$ cat src/rtl/multiport_register_file.sv
// Register file with NUM_READ combinational read ports, one write port, optional
// hard-wired zero register, optional write-to-read bypass and a pending-write scoreboard.
module multiport_register_file #(
    parameter int DATA_WIDTH = 64,
    parameter int ADDR_WIDTH = 5,
    parameter int NUM_READ   = 2,
    parameter int ZERO_EN    = 1,
    parameter int ZERO_REG   = 31,
    parameter int BYPASS_EN  = 1
) (
    input  logic                           Clk,
    input  logic                           Reset,
    input  logic [NUM_READ*ADDR_WIDTH-1:0] RA,
    output logic [NUM_READ*DATA_WIDTH-1:0] BusR,
    output logic [NUM_READ-1:0]            Ready,
    input  logic                           RegWr,
    input  logic [ADDR_WIDTH-1:0]          RW,
    input  logic [DATA_WIDTH-1:0]          BusW,
    input  logic                           Lock,
    input  logic [ADDR_WIDTH-1:0]          LockReg,
    output logic [ADDR_WIDTH:0]            PendCount,
    output logic                           PendAny
);

    localparam int                    DEPTH     = 1 << ADDR_WIDTH;
    localparam logic [ADDR_WIDTH-1:0] ZERO_ADDR = ADDR_WIDTH'(ZERO_REG);
    localparam bit                    ZERO_ON   = (ZERO_EN != 0);
    localparam bit                    BYPASS_ON = (BYPASS_EN != 0);

    function automatic logic is_zero(input logic [ADDR_WIDTH-1:0] a);
        return ZERO_ON && (a == ZERO_ADDR);
    endfunction

    logic [DATA_WIDTH-1:0] r_regs [DEPTH];
    logic [DEPTH-1:0]      r_pend;
    logic [ADDR_WIDTH:0]   r_pend_cnt;

    logic w_wr_en;
    logic w_lk_en;
    logic w_inc;
    logic w_dec;

    // The zero register never stores data and never becomes pending.
    assign w_wr_en = RegWr && !is_zero(RW);
    assign w_lk_en = Lock && !is_zero(LockReg);

    // A same-register lock supersedes the completing write, so that write must not decrement.
    assign w_inc = w_lk_en && !r_pend[LockReg];
    assign w_dec = w_wr_en && r_pend[RW] && !(w_lk_en && (LockReg == RW));

    always_ff @(posedge Clk) begin
        if (Reset) begin
            for (int r = 0; r < DEPTH; r++) begin
                r_regs[r] <= '0;
            end
            r_pend     <= '0;
            r_pend_cnt <= '0;
        end else begin
            if (w_wr_en) begin
                r_regs[RW] <= BusW;
                r_pend[RW] <= 1'b0;
            end
            // Issued after the clear so a same-register lock wins.
            if (w_lk_en) begin
                r_pend[LockReg] <= 1'b1;
            end
            case ({w_inc, w_dec})
                2'b10:   r_pend_cnt <= r_pend_cnt + 1'b1;
                2'b01:   r_pend_cnt <= r_pend_cnt - 1'b1;
                default: r_pend_cnt <= r_pend_cnt;
            endcase
        end
    end

    always_comb begin
        logic [ADDR_WIDTH-1:0] w_ra;
        logic                  w_hit;
        BusR  = '0;
        Ready = '0;
        w_ra  = '0;
        w_hit = 1'b0;
        for (int i = 0; i < NUM_READ; i++) begin
            w_ra  = RA[i*ADDR_WIDTH +: ADDR_WIDTH];
            w_hit = BYPASS_ON && RegWr && (RW == w_ra);
            if (is_zero(w_ra)) begin
                BusR[i*DATA_WIDTH +: DATA_WIDTH] = '0;
                Ready[i]                         = 1'b1;
            end else begin
                BusR[i*DATA_WIDTH +: DATA_WIDTH] = w_hit ? BusW : r_regs[w_ra];
                Ready[i]                         = !r_pend[w_ra] || w_hit;
            end
        end
    end

    assign PendCount = r_pend_cnt;
    assign PendAny   = (r_pend_cnt != '0);

endmodule

$ cat config.mk
export PLATFORM = sky130hd
export DESIGN_NAME = multiport_register_file
export DESIGN_NICKNAME = d
export VERILOG_FILES = /design/src/rtl/multiport_register_file.sv
export SDC_FILE = /design/constraint.sdc
export NUM_CORES = 2
export LEC_CHECK = 0
export CORE_MARGIN = 2
export CORE_UTILIZATION = 45
export DETAILED_ROUTE_END_ITERATION = 6
export GPL_TIMING_DRIVEN = 0
export HOLD_SLACK_MARGIN = 0.1
export PLACE_DENSITY = 0.69
export REMOVE_ABC_BUFFERS = 1
export SLEW_MARGIN = 20
export SYNTH_ARGS = -nofsm -noshare
export SYNTH_HDL_FRONTEND = slang
export SYNTH_SLANG_ARGS = --single-unit
$ cat constraint.sdc
create_clock -name Clk -period 8.8 [get_ports Clk]
set_clock_uncertainty 0.05 [all_clocks]
set_input_delay 2.64 -clock Clk [delete_from_list [all_inputs] [get_ports Clk]]
set_output_delay 2.64 -clock Clk [all_outputs]
set_load 0.02 [all_outputs]
Word-level counts from Yosys, hierarchy flattened

Memory sizes are Yosys's and may differ from the RTL's.
Index checks and enable logic that the tools add are counted.
W data, S select, Z words.

Output and inout bits: 137
Memories: 1
Flip-flop bits (word level): 38
Bits of input ports: 88
Bits in read-only memories: 0
RAM bits: 2048
Bits in latches: 0

Add/subtract/negate cells: 2
Shifts and indexed selects: 0
Order comparisons: 6
Eq/ne operators: 9
Div/mod/pow operators: 0
Reduce and logical (&&, ||, !) cells: 21
Bitwise logic cells: 3
$mul: 0
Mux-type cells: 30

Memories:

| memory | words | bits a word | read ports | clocked after Yosys merged registers in | write ports | RTL line | RTL |
|---|---|---|---|---|---|---|---|
| r_regs | 32    | 64          | 2          | 0                                       | 32          | 34       | `logic [DATA_WIDTH-1:0] r_regs [DEPTH];` |

Operator list:

| cell                  | number |
|---|---|
| $mux W64              | 5 |
| $mux W32              | 3 |
| $reduce_or A64 Y1     | 1 |
| $and A32 B32 Y32      | 1 |
| $not A32 Y32          | 1 |
| $or A32 B32 Y32       | 1 |
| $lt A5 B6 Y1 const B  | 4 |
| $bmux W1 S5           | 4 |
| $eq A5 B5 Y1 const B  | 4 |
| $eq A5 B5 Y1          | 3 |
| $mux W1               | 14 |
| $pmux W6 S2           | 1 |
| $demux W1 S5          | 2 |
| $ge A5 B1 Y1 const B  | 2 |
| $logic_and A1 B1 Y1   | 10 |
| $add A6 B1 Y6 const B | 1 |
| $logic_not A1 Y1      | 6 |
| $reduce_bool A6 Y1    | 1 |
| $sub A6 B1 Y6 const B | 1 |
| $mux W5               | 1 |
| $eq A2 B1 Y1 const B  | 1 |
| $eq A2 B2 Y1 const B  | 1 |
| $logic_or A1 B1 Y1    | 2 |
| $reduce_bool A2 Y1    | 1 |

Depth between registers and ports, before layout

Depth after elaboration: 10
Depth in mapped cells: 15
Depth with buffers taken out: 12

Least setup slack after synthesis

Ideal clock, no wire load.

Path kind: input -> output
From: input port RA[5]
To: output port BusR[79]
Stages: 10
Slack: 1564 ps
Arrival: 4546 ps
Required time: 6110 ps
Cell sequence: buf_2 -> buf_6 -> buf_4 -> buf_2 -> buf_2 -> mux2i_1 -> o22ai_1 -> a2111oi_0 -> a21oi_1 -> a22o_1

Cells in the longest elaborated chain, start to end: 4
Elaborated cells between the ends (all ways): 6
Classes of those cells: eq/ne: 2; mux: 2; reduce/logical: 1; memory: 1

RTL lines:

| what                                                                    | RTL line | RTL |
|---|---|---|
| from (decl)                                                             | 13       | `input logic [NUM_READ*ADDR_WIDTH-1:0] RA,` |
| parallel branches: the longest is 3 deep, another holds $mem_v2 Z32 W64 | --       |  |
| $mux W64 *                                                              | 85       | `if (is_zero(w_ra)) begin` |
| to (decl)                                                               | 14       | `output logic [NUM_READ*DATA_WIDTH-1:0] BusR,` |

Every way passes the cells marked *.

Worst setup path in the final report

From: input port RA[5]
To: output port Ready[1]

Cells in the longest elaborated chain, start to end: 5
Elaborated cells between the ends (all ways): 8
Classes of those cells: eq/ne: 2; mux: 3; reduce/logical: 3

RTL lines:

| what                          | RTL line | RTL |
|---|---|---|
| $bmux W1 S5                   | 90       | `Ready[i] = !r_pend[w_ra] \|\| w_hit;` |
| $mux W1 (implied by the code) | 90       |  |
| $logic_not A1 Y1              | 90       |  |
| $logic_or A1 B1 Y1            | 90       |  |
| $mux W1 *                     | 85       |  |
| to (decl)                     | 15       | `output logic [NUM_READ-1:0] Ready,` |

Mark *: on every way between the ends. The rest lies on a longest branch, timed or not. The select of a mux whose other input is x is not followed.

==> results.txt <==
* Io pins: 225
* Power Internal: 18.0 mW
* Pin slew with the least headroom to its limit: 1.21 ns
- Crit path top cell by count: sky130_fd_sc_hd__buf_16
- Cell types occupying the most area after synthesis: sky130_fd_sc_hd__edfxtp_1 56%, sky130_fd_sc_hd__mux4_2 16%, sky130_fd_sc_hd__and2_1 11%
- Count of final hold-check violations: 0
- The H-tree generated during clock tree synthesis spans 4 levels.
* Synthesized netlist cell count: 7574
* Worst rel slew slack: 0.191
- Summed over all instances, the cell type with the most area after synthesis is sky130_fd_sc_hd__edfxtp_1.
- Via count of the first global-routing pass: ~79k
- Dividing the detail-routed wire length by the instance count gives around 38 um.
- The share of synthesized area in the top cell type comes to 0.555.
- Share of flip-flops with an asynchronous set or reset after synthesis: 0
- Detailed placement finished with a half-perimeter wire length of 258 mm.
* Violation count after the first detailed-route iteration: between 10k and 15k
- Setup repair after global routing could not meet its margin everywhere.
- The count of buffers added on input and output ports is around 220.
- The flow ran to the end, but the final reports show violations.
- In the post-route analysis, the smallest setup slack over all paths is -0.0898 ns.
- The share of total power dissipated in sequential elements is 0.484.
- Top flip-flop cell by instance count after synthesis: sky130_fd_sc_hd__edfxtp_1
- Data arrival at the endpoint of the critical path: ~6.2 ns
- Core Footprint: roughly 250000 sq um
* Slowest CP cell: sky130_fd_sc_hd__clkdlybuf4s50_1
- Total net switching power: ~6.3 mW
- met2 is the most crowded layer.
- Remaining Overflow, GRT: 0
* Share of cells above drive strength 1: 0.217
- Post-synth EDFFs: approximately 2.0k
- After clock tree synthesis, the clock-pin slew on the worst setup and hold paths is about 0.08 ns.
* Ordered cell list for the critical path: buf_16 > buf_16 > buf_16 > bufbuf_16 > mux2i_1 > o22ai_1 > a211oi_1 > a22oi_1 > nand3_1 > clkdlybuf4s50_1
* Root Buffer: sky130_fd_sc_hd__clkbuf_16
- The clock passes through at most 3 buffers.
- For the worst-skew pair, the clock arrives at the later sink with an insertion delay of 0.91 ns.
* Highest ir drop seen on vdd: between 0.15 and 0.2 mV
- Routed via count divided by cell count: approximately 7
- In this run the worst path has a maximum fanout of between 40 and 50.
- Number of nets in the layout: 7756
- Total die area: about 250000 sq um
- Number of warning messages in the yosys log: 0
- Met3 routing resource usage after global routing: 0.104
- TritonCTS built the clock tree.
- For this run, the total global-route usage over all layers was measured as 0.328.
- The worst setup path is captured at an output pin.
- Total power of the final layout: 24.3 mW
- For met1 alone, demand over resource in global routing was 0.416.
- Setup CP Type: in -> out
* Wirelength, routed: around 420 mm
- At the placement stage, the worst setup path has a slack of -2.33 ns.
- Starting utilization of the core area: 0.452
- On the worst path, the slowest cell contributes a delay of roughly 0.63 ns.
- In this run the power density over the cells is between 150 and 200 nW/um^2.
- Hold bufs inserted after CTS: 0
- In this run, synthesis produced a sequential element count of approximately 2.1k.
- The pre-antenna-repair detailed-routing pass consisted of 7 iterations.
- Clock share of power: 0.372
- Die span in x: ~500 um
- Share of the cycle needed by the critical path after routing: 1.01
- Setup violations remaining at the end of the flow were counted as 17.
- Overall via count from detail_route: 78.4k
- Number of antenna violations at the first check in global routing: 37
- The clock net in this run drives a total of ~2.1k sinks.
* DRC violations left: 4
- Final Critical Period: about 8.9 ns
* Top library cells by usage in the layout, fill and taps aside: 2048 x sky130_fd_sc_hd__edfxtp_1, 1986 x sky130_fd_sc_hd__and2_1, 795 x sky130_fd_sc_hd__mux4_2
- Of the total power, combinational logic draws 0.144.
* CTS Buf Count: roughly 220
* Total count of max-transition violations in the final report: 0
- The final reports fail on design-rule violations, negative setup slack.
- Max-Cap Viols: 0
* Area growth from synthesis to final layout: 18.7%
* Standard-cell row count: around 180
- Per-instance average area after synthesis: around 15 sq um
- Static timing analysis puts the maximum clock frequency at 112 MHz.
- The congestion estimate from routability-driven global placement came to 0.804.
- For this design the static power due to leakage is about 46 nW.
* Sequential share of the synthesized area: 0.562
* Switching share of total power: 0.261
- Global-route wire length before repair: approximately 580 mm
- Yosys mapped the design onto 58 distinct sky130hd cell types.
- For the worst setup path, the data required time is between 6 and 7 ns.
- The die is 500 um tall.
* Leading cell type in the layout, fill and taps excluded: sky130_fd_sc_hd__edfxtp_1
- The worst setup path is launched from a primary input.
* Antenna-violating nets left: 0
- TNS Setup: -0.493 ns
- Entering global routing, the biggest net connects 78 pins.
- For met2 alone, demand over resource in global routing was 0.503.
- Cell area after synthesis: 111000 sq um
* Worst min path class: reg -> reg
==> flip-flops by register name (all words and copies together), names as in the netlist <==
name	flops
r_regs	2048
r_pend	32
PendCount	6
==> worst max-delay path: cells and delay by family <==
| family | cells | cell delay (ns) |
|---|---|---|
| buffers and inverters | 5 | 1.95 |
| AO/OA/AOI/OAI | 3 | 0.97 |
| multiplexers | 1 | 0.29 |
| AND/OR/NAND/NOR | 1 | 0.20 |
==> cells by family (layout without fill, tap and decap cells) <==
kind of cell | count (synthesis) | after routing | synth area share
adders and majority gates | 6 | 6 | 0.000745
other | 1 | 82 | 0.0000339
xor gates and xnor gates | 12 | 12 | 0.000949
DFF | 2086 | 2086 | 0.562
buffers and inverters | 874 | 1078 | 0.0337
muxes | 1322 | 1322 | 0.209
AOI/OAI and AO/OA | 1135 | 1135 | 0.0746
and+or+nand+nor | 2138 | 2139 | 0.119
==> final timing paths <==
check,startpoint,end,slack [ns],cells after the start
setup / recovery,RA[5],Ready[1],-0.09,10
hold / removal,r_pend[31]$_SDFF_PP0_,r_pend[31]$_SDFF_PP0_,0.47,1
setup reg to reg,r_pend[23]$_SDFF_PP0_,PendCount[5]$_SDFFE_PP0P_,5.01,11
hold reg to reg,r_pend[31]$_SDFF_PP0_,r_pend[31]$_SDFF_PP0_,0.47,1
==> area by class of cell <==
| type | count | area [sq um] |
|---|---|---|
| inverter | 35 | 146 |
| multi-input combinational | 4678 | 46600 |
| fill | 18955 | 114000 |
| timing repair buffer | 644 | 11600 |
| sequential | 2086 | 62300 |
| clock buffer | 270 | 5640 |
| tap | 3220 | 4030 |
| antenna | 18 | 45.0 |
| clock inverter | 129 | 1140 |
==> per-layer routing <==
layer | wire (um) | part of all wire | up-vias
met1 | 142000 | 0.34 | 39610
met3 | 61500 | 0.15 | 1785
met5 | 276 | 0.00066 | -
met4 | 26700 | 0.064 | 23
met2 | 188000 | 0.45 | 7248
li1 | - | - | 29686
==> repair_timing <==
action,in CTS,in global routing
pin swaps,10,4
cloned,39,4
gates resized for setup,246,54
buffers inserted,20,15
endpoints found under the setup margin,130,128
==> power by group through the flow <==
stage,logic (mW),registers (mW),clock network (mW)
6_report,3.50,11.8,9.04
5_1_grt,3.58,11.8,9.40
4_1_cts,3.40,11.7,9.02
3_5_place_dp,3.20,11.9,0
3_3_place_gp,4.79,11.9,0
2_1_floorplan,1.54,11.9,0
==> cells in the mapped netlist, types with 5 or more instances <==
cell type                   count
sky130_fd_sc_hd__a2111oi_0    128
sky130_fd_sc_hd__a21o_1        22
sky130_fd_sc_hd__a21oi_1      272
sky130_fd_sc_hd__a22o_1       257
sky130_fd_sc_hd__a22oi_1      133
sky130_fd_sc_hd__and2_1      1986
sky130_fd_sc_hd__buf_1         33
sky130_fd_sc_hd__buf_2        112
sky130_fd_sc_hd__buf_4         30
sky130_fd_sc_hd__buf_6         26
sky130_fd_sc_hd__clkbuf_1     638
sky130_fd_sc_hd__dfxtp_1       38
sky130_fd_sc_hd__edfxtp_1    2048
sky130_fd_sc_hd__ha_1           5
sky130_fd_sc_hd__inv_1         32
sky130_fd_sc_hd__mux2i_1      526
sky130_fd_sc_hd__mux4_2       795
sky130_fd_sc_hd__nand2_1       36
sky130_fd_sc_hd__nand2b_1       5
sky130_fd_sc_hd__nand3_1       15
sky130_fd_sc_hd__nor2_1        49
sky130_fd_sc_hd__nor2b_1        6
sky130_fd_sc_hd__nor3_1        16
sky130_fd_sc_hd__o21ai_0       25
sky130_fd_sc_hd__o21bai_1       7
sky130_fd_sc_hd__o221ai_1     131
sky130_fd_sc_hd__o22ai_1      139
sky130_fd_sc_hd__or3_1          6
sky130_fd_sc_hd__xnor2_1        7
sky130_fd_sc_hd__xor2_1         5
==> metrics by stage <==
step,hold WS [ns],instances,util,area (sq um)
after floorplan,0.416,6798,-,107000
after CTS,0.458,11043,0.534,131000
after global routing,0.477,11069,0.536,131000
final,0.467,11080,0.536,131000
after global placement,0.438,10242,0.464,114000
after detailed placement,0.445,10585,0.498,122000
Power figures use the tool's default switching activity.
